**src/rtl/l2_req_queue.sv**
```systemverilog
// In-order request queue between the L2 requester and dram_ctrl.
// A read that hits a queued write to the same address is answered locally and never enqueued.
module l2_req_queue #(
    parameter int L2_REQ_WIDTH = 20,
    parameter int DATA_WIDTH   = 8,
    parameter int DEPTH        = 8
) (
    input  logic                      clk,
    input  logic                      rst_b,
    input  logic                      l2_req_valid,
    output logic                      l2_req_ready,
    input  logic                      l2_rw_req,
    input  logic [L2_REQ_WIDTH-1:0]   l2_req_instr,
    input  logic [DATA_WIDTH-1:0]     l2_req_data,
    output logic                      ctrl_req_valid,
    input  logic                      ctrl_req_ready,
    output logic                      ctrl_rw,
    output logic [L2_REQ_WIDTH-1:0]   ctrl_instr,
    output logic [DATA_WIDTH-1:0]     ctrl_data,
    output logic                      fwd_valid,
    output logic [DATA_WIDTH-1:0]     fwd_data,
    output logic [$clog2(DEPTH):0]    q_count,
    output logic                      q_full,
    output logic                      q_empty,
    output logic [15:0]               fwd_hits
);

    localparam int PW = $clog2(DEPTH);
    localparam int CW = PW + 1;

    // Handshakes: a transfer happens on a rising edge where valid && ready are both high.
    // Neither ready depends combinationally on the same side's valid.

    logic [PW-1:0]           wp;
    logic [PW-1:0]           rp;
    logic [DEPTH-1:0]        ent_valid;
    logic [DEPTH-1:0]        ent_rw;
    logic [L2_REQ_WIDTH-1:0] ent_instr [DEPTH];
    logic [DATA_WIDTH-1:0]   ent_data  [DEPTH];
    logic [CW-1:0]           count;

    logic                    hit;
    logic [DATA_WIDTH-1:0]   hit_data;
    logic [PW-1:0]           idx;
    logic                    accept;
    logic                    fwd_take;
    logic                    enq;
    logic                    pop;

    assign q_count        = count;
    assign q_full         = (count == CW'(DEPTH));
    assign q_empty        = (count == '0);
    assign l2_req_ready   = !q_full;
    assign ctrl_req_valid = !q_empty;

    assign ctrl_rw    = ent_valid[rp] & ent_rw[rp];
    assign ctrl_instr = ent_valid[rp] ? ent_instr[rp] : '0;
    assign ctrl_data  = ent_valid[rp] ? ent_data[rp]  : '0;

    // Scan oldest to youngest so the write nearest wp overrides older matches.
    always_comb begin
        hit      = 1'b0;
        hit_data = '0;
        idx      = '0;
        for (int i = DEPTH; i >= 1; i--) begin
            idx = wp - PW'(i);
            if (ent_valid[idx] && ent_rw[idx] && (ent_instr[idx] == l2_req_instr)) begin
                hit      = 1'b1;
                hit_data = ent_data[idx];
            end
        end
    end

    assign accept   = l2_req_valid && l2_req_ready;
    assign fwd_take = accept && !l2_rw_req && hit;
    assign enq      = accept && !fwd_take;
    assign pop      = ctrl_req_valid && ctrl_req_ready;

    always_ff @(posedge clk or negedge rst_b) begin
        if (!rst_b) begin
            wp        <= '0;
            rp        <= '0;
            count     <= '0;
            ent_valid <= '0;
            ent_rw    <= '0;
            for (int i = 0; i < DEPTH; i++) begin
                ent_instr[i] <= '0;
                ent_data[i]  <= '0;
            end
            fwd_valid <= 1'b0;
            fwd_data  <= '0;
            fwd_hits  <= '0;
        end else begin
            if (pop) begin
                ent_valid[rp] <= 1'b0;
                rp            <= rp + 1'b1;
            end
            // Not full on enqueue, so wp never aliases the rp slot being cleared.
            if (enq) begin
                ent_valid[wp] <= 1'b1;
                ent_rw[wp]    <= l2_rw_req;
                ent_instr[wp] <= l2_req_instr;
                ent_data[wp]  <= l2_rw_req ? l2_req_data : '0;
                wp            <= wp + 1'b1;
            end
            case ({enq, pop})
                2'b10:   count <= count + 1'b1;
                2'b01:   count <= count - 1'b1;
                default: count <= count;
            endcase
            fwd_valid <= fwd_take;
            if (fwd_take) begin
                fwd_data <= hit_data;
                if (fwd_hits != 16'hFFFF)
                    fwd_hits <= fwd_hits + 16'd1;
            end
        end
    end

endmodule
```
**config.mk**
```make
export PLATFORM = sky130hd
export DESIGN_NAME = l2_req_queue
export DESIGN_NICKNAME = d
export VERILOG_FILES = /design/src/rtl/l2_req_queue.sv
export SDC_FILE = /design/constraint.sdc
export NUM_CORES = 1
export LEC_CHECK = 0
export BUFFER_PORTS_ARGS = -buffer_cell sky130_fd_sc_hd__buf_2
export CAP_MARGIN = 15
export CORE_MARGIN = 4
export CORE_UTILIZATION = 58
export CTS_CLUSTER_DIAMETER = 150
export DETAILED_ROUTE_END_ITERATION = 10
export PLACE_DENSITY = 0.85
export SKIP_CTS_REPAIR_TIMING = 1
export SYNTH_ARGS = -nofsm -noshare
export SYNTH_HDL_FRONTEND = slang
export SYNTH_SLANG_ARGS = --single-unit
```
**constraint.sdc**
```tcl
create_clock -name clk -period 6.3 [get_ports clk]
set_clock_uncertainty 0.1 [all_clocks]
set_input_delay 0.63 -clock clk [delete_from_list [all_inputs] [get_ports clk]]
set_output_delay 0.63 -clock clk [all_outputs]
set_load 0.005 [all_outputs]
```
Word level (Yosys, flattened, before mapping)
Cells that the tools add are included.
{ "classes": {"n_addsub": 12, "mul": 0, "div": 0, "magnitude_cmp": 21, "eq_ne": 12, "shifts": 0, "n_mux": 123, "bitwise": 13, "n_reduce_logical": 31} }
{ "op_table": {"columns": ["op", "n"], "rows": [
  ["20-bit binary-select mux with 3-bit select", 9],
  ["20-bit two-way mux", 20],
  ["8-bit two-way mux", 31],
  ["8-bit binary-select mux with 3-bit select", 9],
  ["160-bit bitwise mux", 1],
  ["20-bit equality test", 8],
  ["64-bit bitwise mux", 1],
  ["20-bit demux with 3-bit select", 1],
  ["1-bit binary-select mux with 3-bit select", 18],
  ["4-bit greater-or-equal comparator, second input constant", 9],
  ["3-bit by 4-bit < comparator with 1-bit output, second input constant", 9],
  ["3-bit inverter with 4-bit output", 9],
  ["1-bit two-way mux", 28],
  ["8-bit demux with 3-bit select", 1],
  ["1-bit logical AND", 24],
  ["16-bit by 1-bit adder with 16-bit output, second input constant", 1],
  ["16-bit inequality test, second input constant", 1],
  ["3-bit subtractor, second input constant", 4],
  ["8-bit bitwise AND", 1],
  ["8-bit bitwise mux", 1],
  ["8-bit inverter", 1],
  ["8-bit bitwise OR", 1],
  ["4-bit case mux with 2 select lines", 1],
  ["3-bit by 1-bit adder with 3-bit output, second input constant", 2],
  ["15 further kinds", 21]
]} }
{ "totals": {"register_bits": 275, "latchBits": 0, "mem_bits_rw": 0, "romBits": 0, "elab_cells": 236, "mem_count": 0} }

Longest topological paths before layout
Gate-level depths: netlist of run 1.
{ "depth": {"depth_word": 19, "ltp_mapped": 32} }

Least setup slack after synthesis of run 1
No wires, ideal clock.
{ "synth_timing": {"kind": "register to register", "startpoint": "register wp[0]", "endpoint": "register count[2], in the netlist q_count[2]", "setup_time_ps": 126, "arrival_time_ps": 5678, "required_ps": 6074, "setup_slack_ps": 396, "path_stages_with_launch": 31, "period_less_slack_ps": 5904, "path_cell_list": "dfrtp_1 -> buf_2 -> inv_2 -> buf_2 -> buf_2 -> buf_2 -> buf_2 -> ha_1 -> buf_4 -> buf_6 -> buf_6 -> buf_4 -> buf_2 -> mux4_2 -> xor2_1 -> a221oi_1 -> nand4_1 -> nor3_2 -> a21boi_1 -> a31oi_4 -> buf_6 -> buf_12 -> nor2_1 -> inv_1 -> ha_1 -> xor2_1 -> ha_1 -> a21oi_1 -> xor2_1 -> nor2_1 -> xor2_1"} }
{ "synth_rtl": {"columns": ["item", "line", "rtl"], "rows": [
  ["from (decl)", "34", "logic [PW-1:0] wp;"],
  ["from (signal assigned)", "104", "wp <= wp + 1'b1;"],
  ["3-bit by 1-bit subtractor with 3-bit output (*)", "66", "idx = wp - PW'(i);"],
  ["named net idx[0]", "44", "logic [PW-1:0] idx;"],
  ["3-bit inverter with 4-bit output (not written as such)", "67", "if (ent_valid[idx] && ent_rw[idx] && (ent_instr[idx] == l2_req_instr)) begin"],
  ["20-bit binary-select mux with 3-bit select", "67", null],
  ["20-bit two-way mux (not written as such) (2 in a row)", "67", null],
  ["20-bit equality test", "67", null],
  ["1-bit logical AND (*)", "67", null],
  ["1-bit two-way mux (*)", "67", null],
  ["1-bit logical AND (*)", "75", "assign fwd_take = accept && !l2_rw_req && hit;"],
  ["1-bit logical NOT (*)", "76", "assign enq = accept && !fwd_take;"],
  ["1-bit logical AND (*)", "76", null],
  ["2-bit by 1-bit equality test with 1-bit output / 2-bit equality test (equally long branches)", "106", "case ({enq, pop})"],
  ["4-bit case mux with 2 select lines / 2-bit nonzero test (equally long branches)", null, null],
  ["to (signal assigned)", "107", "2'b10: count <= count + 1'b1;"],
  ["to (signal assigned)", "108", "2'b01: count <= count - 1'b1;"],
  ["to (signal assigned)", "109", "default: count <= count;"],
  ["to (decl)", "40", "logic [CW-1:0] count;"]
]} }
The timed path passes the listed nets; every way through them passes the cells marked *. The select of a mux whose other input is x is not followed.
A chain may end at the register's enable or synchronous reset.

Worst setup path after layout of run 1
{ "layout_timing": {"startpoint": "register wp[1]", "endpoint": "register ent_instr[112] in the netlist's numbering"} }
{ "layout_between": {"elab_chain_cells": 17} }
{ "layout_lines": {"columns": ["item", "line", "rtl"], "rows": [
  ["3-bit subtractor / 3-bit inverter with 4-bit output (equally long branches)", "66, 67, 102", null],
  ["3-bit inverter with 4-bit output (not written as such) / 20-bit binary-select mux with 3-bit select (equally long branches)", "67", null],
  ["20-bit binary-select mux with 3-bit select / 20-bit two-way mux (equally long branches)", "67", null],
  ["20-bit two-way mux (not written as such)", "67", null],
  ["20-bit two-way mux (not written as such) / 20-bit equality test (equally long branches)", "67", null],
  ["20-bit equality test / 1-bit logical AND (equally long branches)", "67", null],
  ["1-bit logical AND / 1-bit two-way mux (equally long branches)", "67", null],
  ["1-bit two-way mux (7 in a row)", "67", null],
  ["1-bit logical AND", "75", null],
  ["1-bit logical NOT", "76", null],
  ["1-bit logical AND", "76", null],
  ["to (signal, indexed assignment)", "102", "ent_instr[wp] <= l2_req_instr;"],
  ["to (decl)", "38", "logic [L2_REQ_WIDTH-1:0] ent_instr [DEPTH];"]
]} }
Parallel ways exist; a longest one is shown, timed or not. The select of a mux whose other input is x is not followed.

==> metrics, run 1 <==
vias in the first global route 22521; FP Rows 78; crit-path most repeated cell buf_4; Post-layout nets 2372; fraction of post-synthesis cell area in the top cell type by area 25.71%; Critical Path Max Stage Delay 0.74 ns; EDFF count, synth 0; Netlist cell types 85; reg2reg setup slack 0.18 ns; Die ar. 49870 sq um; Starting Density 59.00%; final hold violations 0; HP Class input pin to flop; Vias/cell 7.899; final antenna-violating net count 0; synth warn 0; Fmax achieved 0.1634 GHz; DR vias 23343; clock buffer depth 3; fraction of layout cells with a size suffix above 1 31.80%; dominant cells by area after synthesis mux4_2 (26%), dfrtp_1 (26%), mux2i_1 (8.7%); Synth Flop Type dfrtp_1; Yosys top cell by area mux4_2; most frequent cells in the layout mux4_2 (307), dfrtp_1 (269), mux2i_1 (234), o21ai_0 (202), xnor2_1 (147); Worst Path Arrival 6.48 ns; Die Y 223.3 microns; RSZ-0062 raised after global routing false; CTS tree done; r2r worst-path depth 12; Final setup viols 0; WS Path Type flop to flop; antenna violations before repair 4; DRC viols 0; gpl congestion 1.133; Max H-tree Level 1; most common cell after layout, fill and taps aside mux4_2; Hold Path Origin l2_req_data[1]; num ports 95; sequential share of the synthesized area 25.59%; WP data required 6.66 ns; CP startpoint kind flop; hold path cells 2; post-route setup TNS 0 ns; CTS Buf Count 30; worst-path cell chain buf_4 -> mux4_2 -> mux2i_1 -> xnor2_1 -> nor4_1 -> nand2_1 -> nor3_4 -> nor4b_4 -> a31oi_4 -> buf_4 -> or2_2 -> o21ai_0; hpwl dp 69560 microns; Synth Net Count 2416; Yosys reg bits 275; crit path max-delay cell type buf_4; post-synthesis cell count 2372; Period minus WS final 6.120 ns; Worst Max-Slew Pin Slew 1.010 ns; Avg Inst Size Synth 11.34 sq um; CP Capture Type flop; largest net degree at the start of global routing 147; synthesis-to-finish area growth 6.761%; Core Box Area 45580 sq um; reg-to-reg startpoint wp[1]$_DFFE_PN0P_; post-DR wirelength/cell 33.35 microns; clock root buffer clkbuf_16; outcome completed; Clock Pin Slew Worst Setup and Hold Paths 0.06 ns; Slew headroom 32.67%; clk sinks 275; critical-path maximum fanout 89; async set-reset flop share out of synthesis 100.0%; WL final 98560 microns; die outline width 223.3 microns; clk_lat worst skew 0.61 ns; MaxCap Viol Count 0; DR iter-0 viols 4178; global route overflow 0; Crit Reg-Reg Endpoint ent_instr[112]$_DFFE_PN0P_; GRT Total Usage 38.58%; first-pass GRT wire length 148100 microns; fin crit share 97.15%; router iterations before antenna repair 6; IO buf count 94; max-slew violations 0; Post-Synthesis Cell Area 26890 sq um; worst hold endpoint ent_data[57]$_DFFE_PN0P_
==> flip-flops by register name (all words and copies together) (netlist names) <==
register	flops
ent_instr	160
ent_data	64
fwd_hits	16
ent_rw	8
ent_valid	8
fwd_data	8
q_count	4
rp	3
wp	3
fwd_valid	1
==> routing by layer <==
layer  up-vias  part of all wire, %  GRT usage, %
met5         -                0.097         1.271
met4         5                  5.6         16.46
met3       382                   15         10.37
met2      2073                   44         56.97
met1     11632                   36         54.16
li1       9251                    -             -
==> layout make-up <==
| class | instances | area [sq um] |
|---|---|---|
| clock inverters | 14 | 186.4 |
| well taps | 600 | 750.7 |
| fillers | 3428 | 16870 |
| repair buffers | 172 | 1181 |
| multi-input cells | 1826 | 18730 |
| diodes | 3 | 7.507 |
| inverters | 23 | 88.84 |
| clock buffers | 42 | 865.8 |
| flip-flops and latches | 275 | 6899 |
==> worst max-delay path, delay by kind of cell, from the launching register on <==
family / cells / cell delay (ns)
and+or+nand+nor: 5 / 2.54
buffers and inverters: 2 / 1.42
DFF: 1 / 0.45
xor gates and xnor gates: 1 / 0.14
AOI/OAI and AO/OA: 2 / 0.36
muxes: 2 / 0.83
==> cells in the mapped netlist (20+ instances only) <==
cell type	number
nand3_1	41
mux2_4	60
mux2i_1	235
mux4_2	307
mux2_2	115
dfrtp_1	275
and3_1	21
xnor2_1	148
a22o_1	66
buf_6	20
buf_2	66
xor2_1	21
nand2_1	127
clkbuf_1	100
a21oi_1	21
nand4_1	30
o21ai_0	202
nor3_1	28
nor2_1	79
o22ai_1	40
a221oi_1	22
a31oi_1	23
buf_1	34
nor4_1	23
buf_4	26
==> stage by stage <==
stage	setup WS, ns	instance area (sq um)	instances	hold WS (ns)	utilization [%]
finish	0.1797	28710	2955	0.2743	62.99
global route	0.08514	28710	2954	0.2755	62.98
CTS	0.2996	28680	2951	-0.1388	62.92
detailed placement	0.3362	27630	2895	0.3827	60.62
global placement	0.4296	27630	2895	0.3772	60.62
floorplan	0.3960	26890	2372	0.2344	-
==> cell families (layout without fill, tap and decap cells) <==
group | count (synthesis) | after routing | share of synthesized area, %
muxes | 718 | 718 | 42.67
AOI/OAI and AO/OA | 483 | 483 | 11.94
and+or+nand+nor | 443 | 443 | 8.548
DFF | 275 | 275 | 25.59
buffers and inverters | 271 | 251 | 5.114
xor gates and xnor gates | 171 | 171 | 5.626
adders and majority gates | 11 | 11 | 0.5118
other | 0 | 3 | 0
==> worst max path at each step <==
| stage | start | to | slack, ns | depth (start not counted) |
|---|---|---|---|---|
| 3_3_place_gp | wp[1]$_DFFE_PN0P_ | q_count[2]$_DFFE_PN0P_ | 0.43 | 19 |
| 5_1_grt | wp[1]$_DFFE_PN0P_ | ent_instr[157]$_DFFE_PN0P_ | 0.09 | 12 |
| 3_5_place_dp | wp[1]$_DFFE_PN0P_ | q_count[2]$_DFFE_PN0P_ | 0.34 | 19 |
| 2_1_floorplan | wp[0]$_DFFE_PN0P_ | q_count[2]$_DFFE_PN0P_ | 0.40 | 30 |
| 6_report | wp[1]$_DFFE_PN0P_ | ent_instr[112]$_DFFE_PN0P_ | 0.18 | 12 |
| 4_1_cts | wp[1]$_DFFE_PN0P_ | q_count[2]$_DFFE_PN0P_ | 0.30 | 19 |
Power of run 1 is not shown: default switching activity piles up to over one toggle a cycle in this logic, so the estimate is an artifact.
==> inputs of run 2 (changes only) <==
--- a/config.mk
+++ b/config.mk
@@ -11,7 +11,8 @@
 export CORE_UTILIZATION = 58
 export CTS_CLUSTER_DIAMETER = 150
 export DETAILED_ROUTE_END_ITERATION = 10
-export PLACE_DENSITY = 0.85
+export PLACE_DENSITY = 0.78
+export SETUP_SLACK_MARGIN = 0.05
 export SKIP_CTS_REPAIR_TIMING = 1
 export SYNTH_ARGS = -nofsm -noshare
 export SYNTH_HDL_FRONTEND = slang
==> metrics, run 2 (synthesis results as in run 1) <==
RSZ-0062 raised after global routing false; Worst Path Arrival 5.99 ns (-0.49 ns); Post-layout nets 2389 (+0.72%); Starting Density 59.00% (unchanged); CP Capture Type flop; DR iter-0 viols 4038 (-3.4%); WL final 100500 microns (+2.0%); post-route setup TNS 0 ns (unchanged); synthesis-to-finish area growth 8.222%; final antenna-violating net count 0 (unchanged); clock buffer depth 3 (unchanged); max FFs per register 160 (unchanged); Clock Pin Slew Worst Setup and Hold Paths 0.07 ns (about the same); Top Registers ent_instr (160), ent_data (64), fwd_hits (16); Reg area 6899 sq um (unchanged); Worst Max-Slew Pin Slew 1.068 ns (+0.05778 ns); Final setup viols 0 (unchanged); IO buf count 94 (unchanged); num ports 95 (unchanged); WP data required 6.64 ns (-0.02 ns); Die Y 223.3 microns (unchanged); gpl congestion 1.112 (-1.9%); failing checks hold timing; Period minus WS final 5.651 ns (-0.4693 ns); worst-path cell chain inv_1 -> ha_4 -> buf_12 -> mux4_2 -> xnor2_1 -> nand4_1 -> and3_1 -> nor4_1 -> nor4bb_2 -> a21oi_1 -> a31oi_4 -> nor2_1 -> inv_1 -> ha_1 -> xor2_1 -> ha_1 -> a21oi_1 -> xor2_1 -> nor2_1 -> xor2_1; WHS -0.04509 ns (-0.3194 ns); max-slew violations 0 (unchanged); CTS tree done; Core Box Area 45580 sq um (unchanged); most common cell after layout, fill and taps aside mux4_2; CTS Buf Count 35 (+17%); vias in the first global route 22912 (+1.7%); Slew headroom 28.82% (-3.9 points); WS Path Type flop to flop; multi-input gate area in the final layout 18720 sq um (about the same); DR vias 23299 (-0.19%); hpwl dp 69590 microns (about the same); clk_lat worst skew 0.57 ns (-0.04 ns); HP Class input pin to asynchronous set/reset pin; FP Rows 78 (unchanged); crit path max-delay cell type xnor2_1; fin crit share 89.70% (-7.4 points); MaxCap Viol Count 0 (unchanged); global route overflow 0 (unchanged); critical-path maximum fanout 49 (-45%); critical path's top delay family simple AND/OR/NAND/NOR gates; Critical Path Max Stage Delay 0.58 ns (-0.16 ns); clk sinks 275 (unchanged); fraction of layout cells with a size suffix above 1 32.45% (+0.64 points); final hold violations 23 (+23); crit-path most repeated cell xor2_1; die outline width 223.3 microns (unchanged); DRC viols 0 (unchanged); Max H-tree Level 2 (+1); most frequent cells in the layout mux4_2 (307), dfrtp_1 (269), mux2i_1 (234), o21ai_0 (202), xnor2_1 (147); GRT Total Usage 39.83% (+1.3 points); post-DR wirelength/cell 33.83 microns (+1.4%); Fmax achieved 0.1770 GHz (+8.3%); Vias/cell 7.840 (-0.76%); largest net degree at the start of global routing 141 (-4.1%); first-pass GRT wire length 151500 microns (+2.3%); outcome complete, but fails checks; Fillers 3410 (-0.53%); antenna violations before repair 2 (-2); clock root buffer clkbuf_16; Buf/Inv on CP 3 (+1); CP startpoint kind flop; router iterations before antenna repair 7 (+1); Die ar. 49870 sq um (unchanged); Reg with most FFs ent_instr
## run 2: changes by cell type in the layout (fill, tap and decap cells not counted), sizes merged
cell         before  now
clkinvlp          2    3
clkinv            9    7
diode             3    2
dlygate4sd3       1    0
clkbuf           42   49
bufinv            3    4
buf             171  184
inv              23   22
## run 2: worst paths after layout
kind,start,to,slack (ns),cells after the start
max reg2reg,wp[1]$_DFFE_PN0P_,q_count[2]$_DFFE_PN0P_,0.65,20
min reg2reg,fwd_hits[11]$_DFFE_PN0P_,fwd_hits[11]$_DFFE_PN0P_,0.39,1
max,wp[1]$_DFFE_PN0P_,q_count[2]$_DFFE_PN0P_,0.65,20
min,rst_b,ent_instr[91]$_DFFE_PN0P_,-0.05,1
min in group clk,l2_req_data[2],ent_data[42]$_DFFE_PN0P_,0.30,2
max in group asynchronous,rst_b,wp[1]$_DFFE_PN0P_,4.77,2
## run 2: final cells by class
| type | instances | share of cell area (%) |
|---|---|---|
| Multi-Input combinational cell | 1826 | 64.34 |
| Sequential cell | 275 | 23.71 |
| Timing Repair Buffer | 184 | 4.833 |
| Clock buffer | 49 | 3.573 |
| Tap cell | 600 | 2.580 |
| Clock inverter | 13 | 0.6449 |
| Inverter | 23 | 0.3053 |
| Antenna cell | 2 | 0.01720 |
## run 2: metrics by stage
stage / hold WS [ns] / cells / util (%) / worst slack (ns) / area [sq um]
after global routing: 0.01363 / 2971 / 63.84 / 0.4684 / 29100
final: -0.04509 / 2972 / 63.85 / 0.6491 / 29100
after detailed placement: 0.3857 / 2908 / 61.15 / 0.8296 / 27870
after floorplan: 0.2344 / 2372 / - / 0.3960 / 26890
after global placement: 0.3726 / 2908 / 61.15 / 0.9412 / 27870
after CTS: -0.008404 / 2970 / 63.84 / 0.8057 / 29100
## run 2: metal layers
| layer | up-vias | part of all wire, % | track usage [%] |
|---|---|---|---|
| met5 | - | 0.013 | 0 |
| met2 | 1942 | 44 | 58.03 |
| met3 | 369 | 14 | 11.17 |
| li1 | 9304 | - | - |
| met4 | 2 | 5.9 | 18.79 |
| met1 | 11682 | 37 | 55.63 |
Power of run 2 is left out for the same reason.
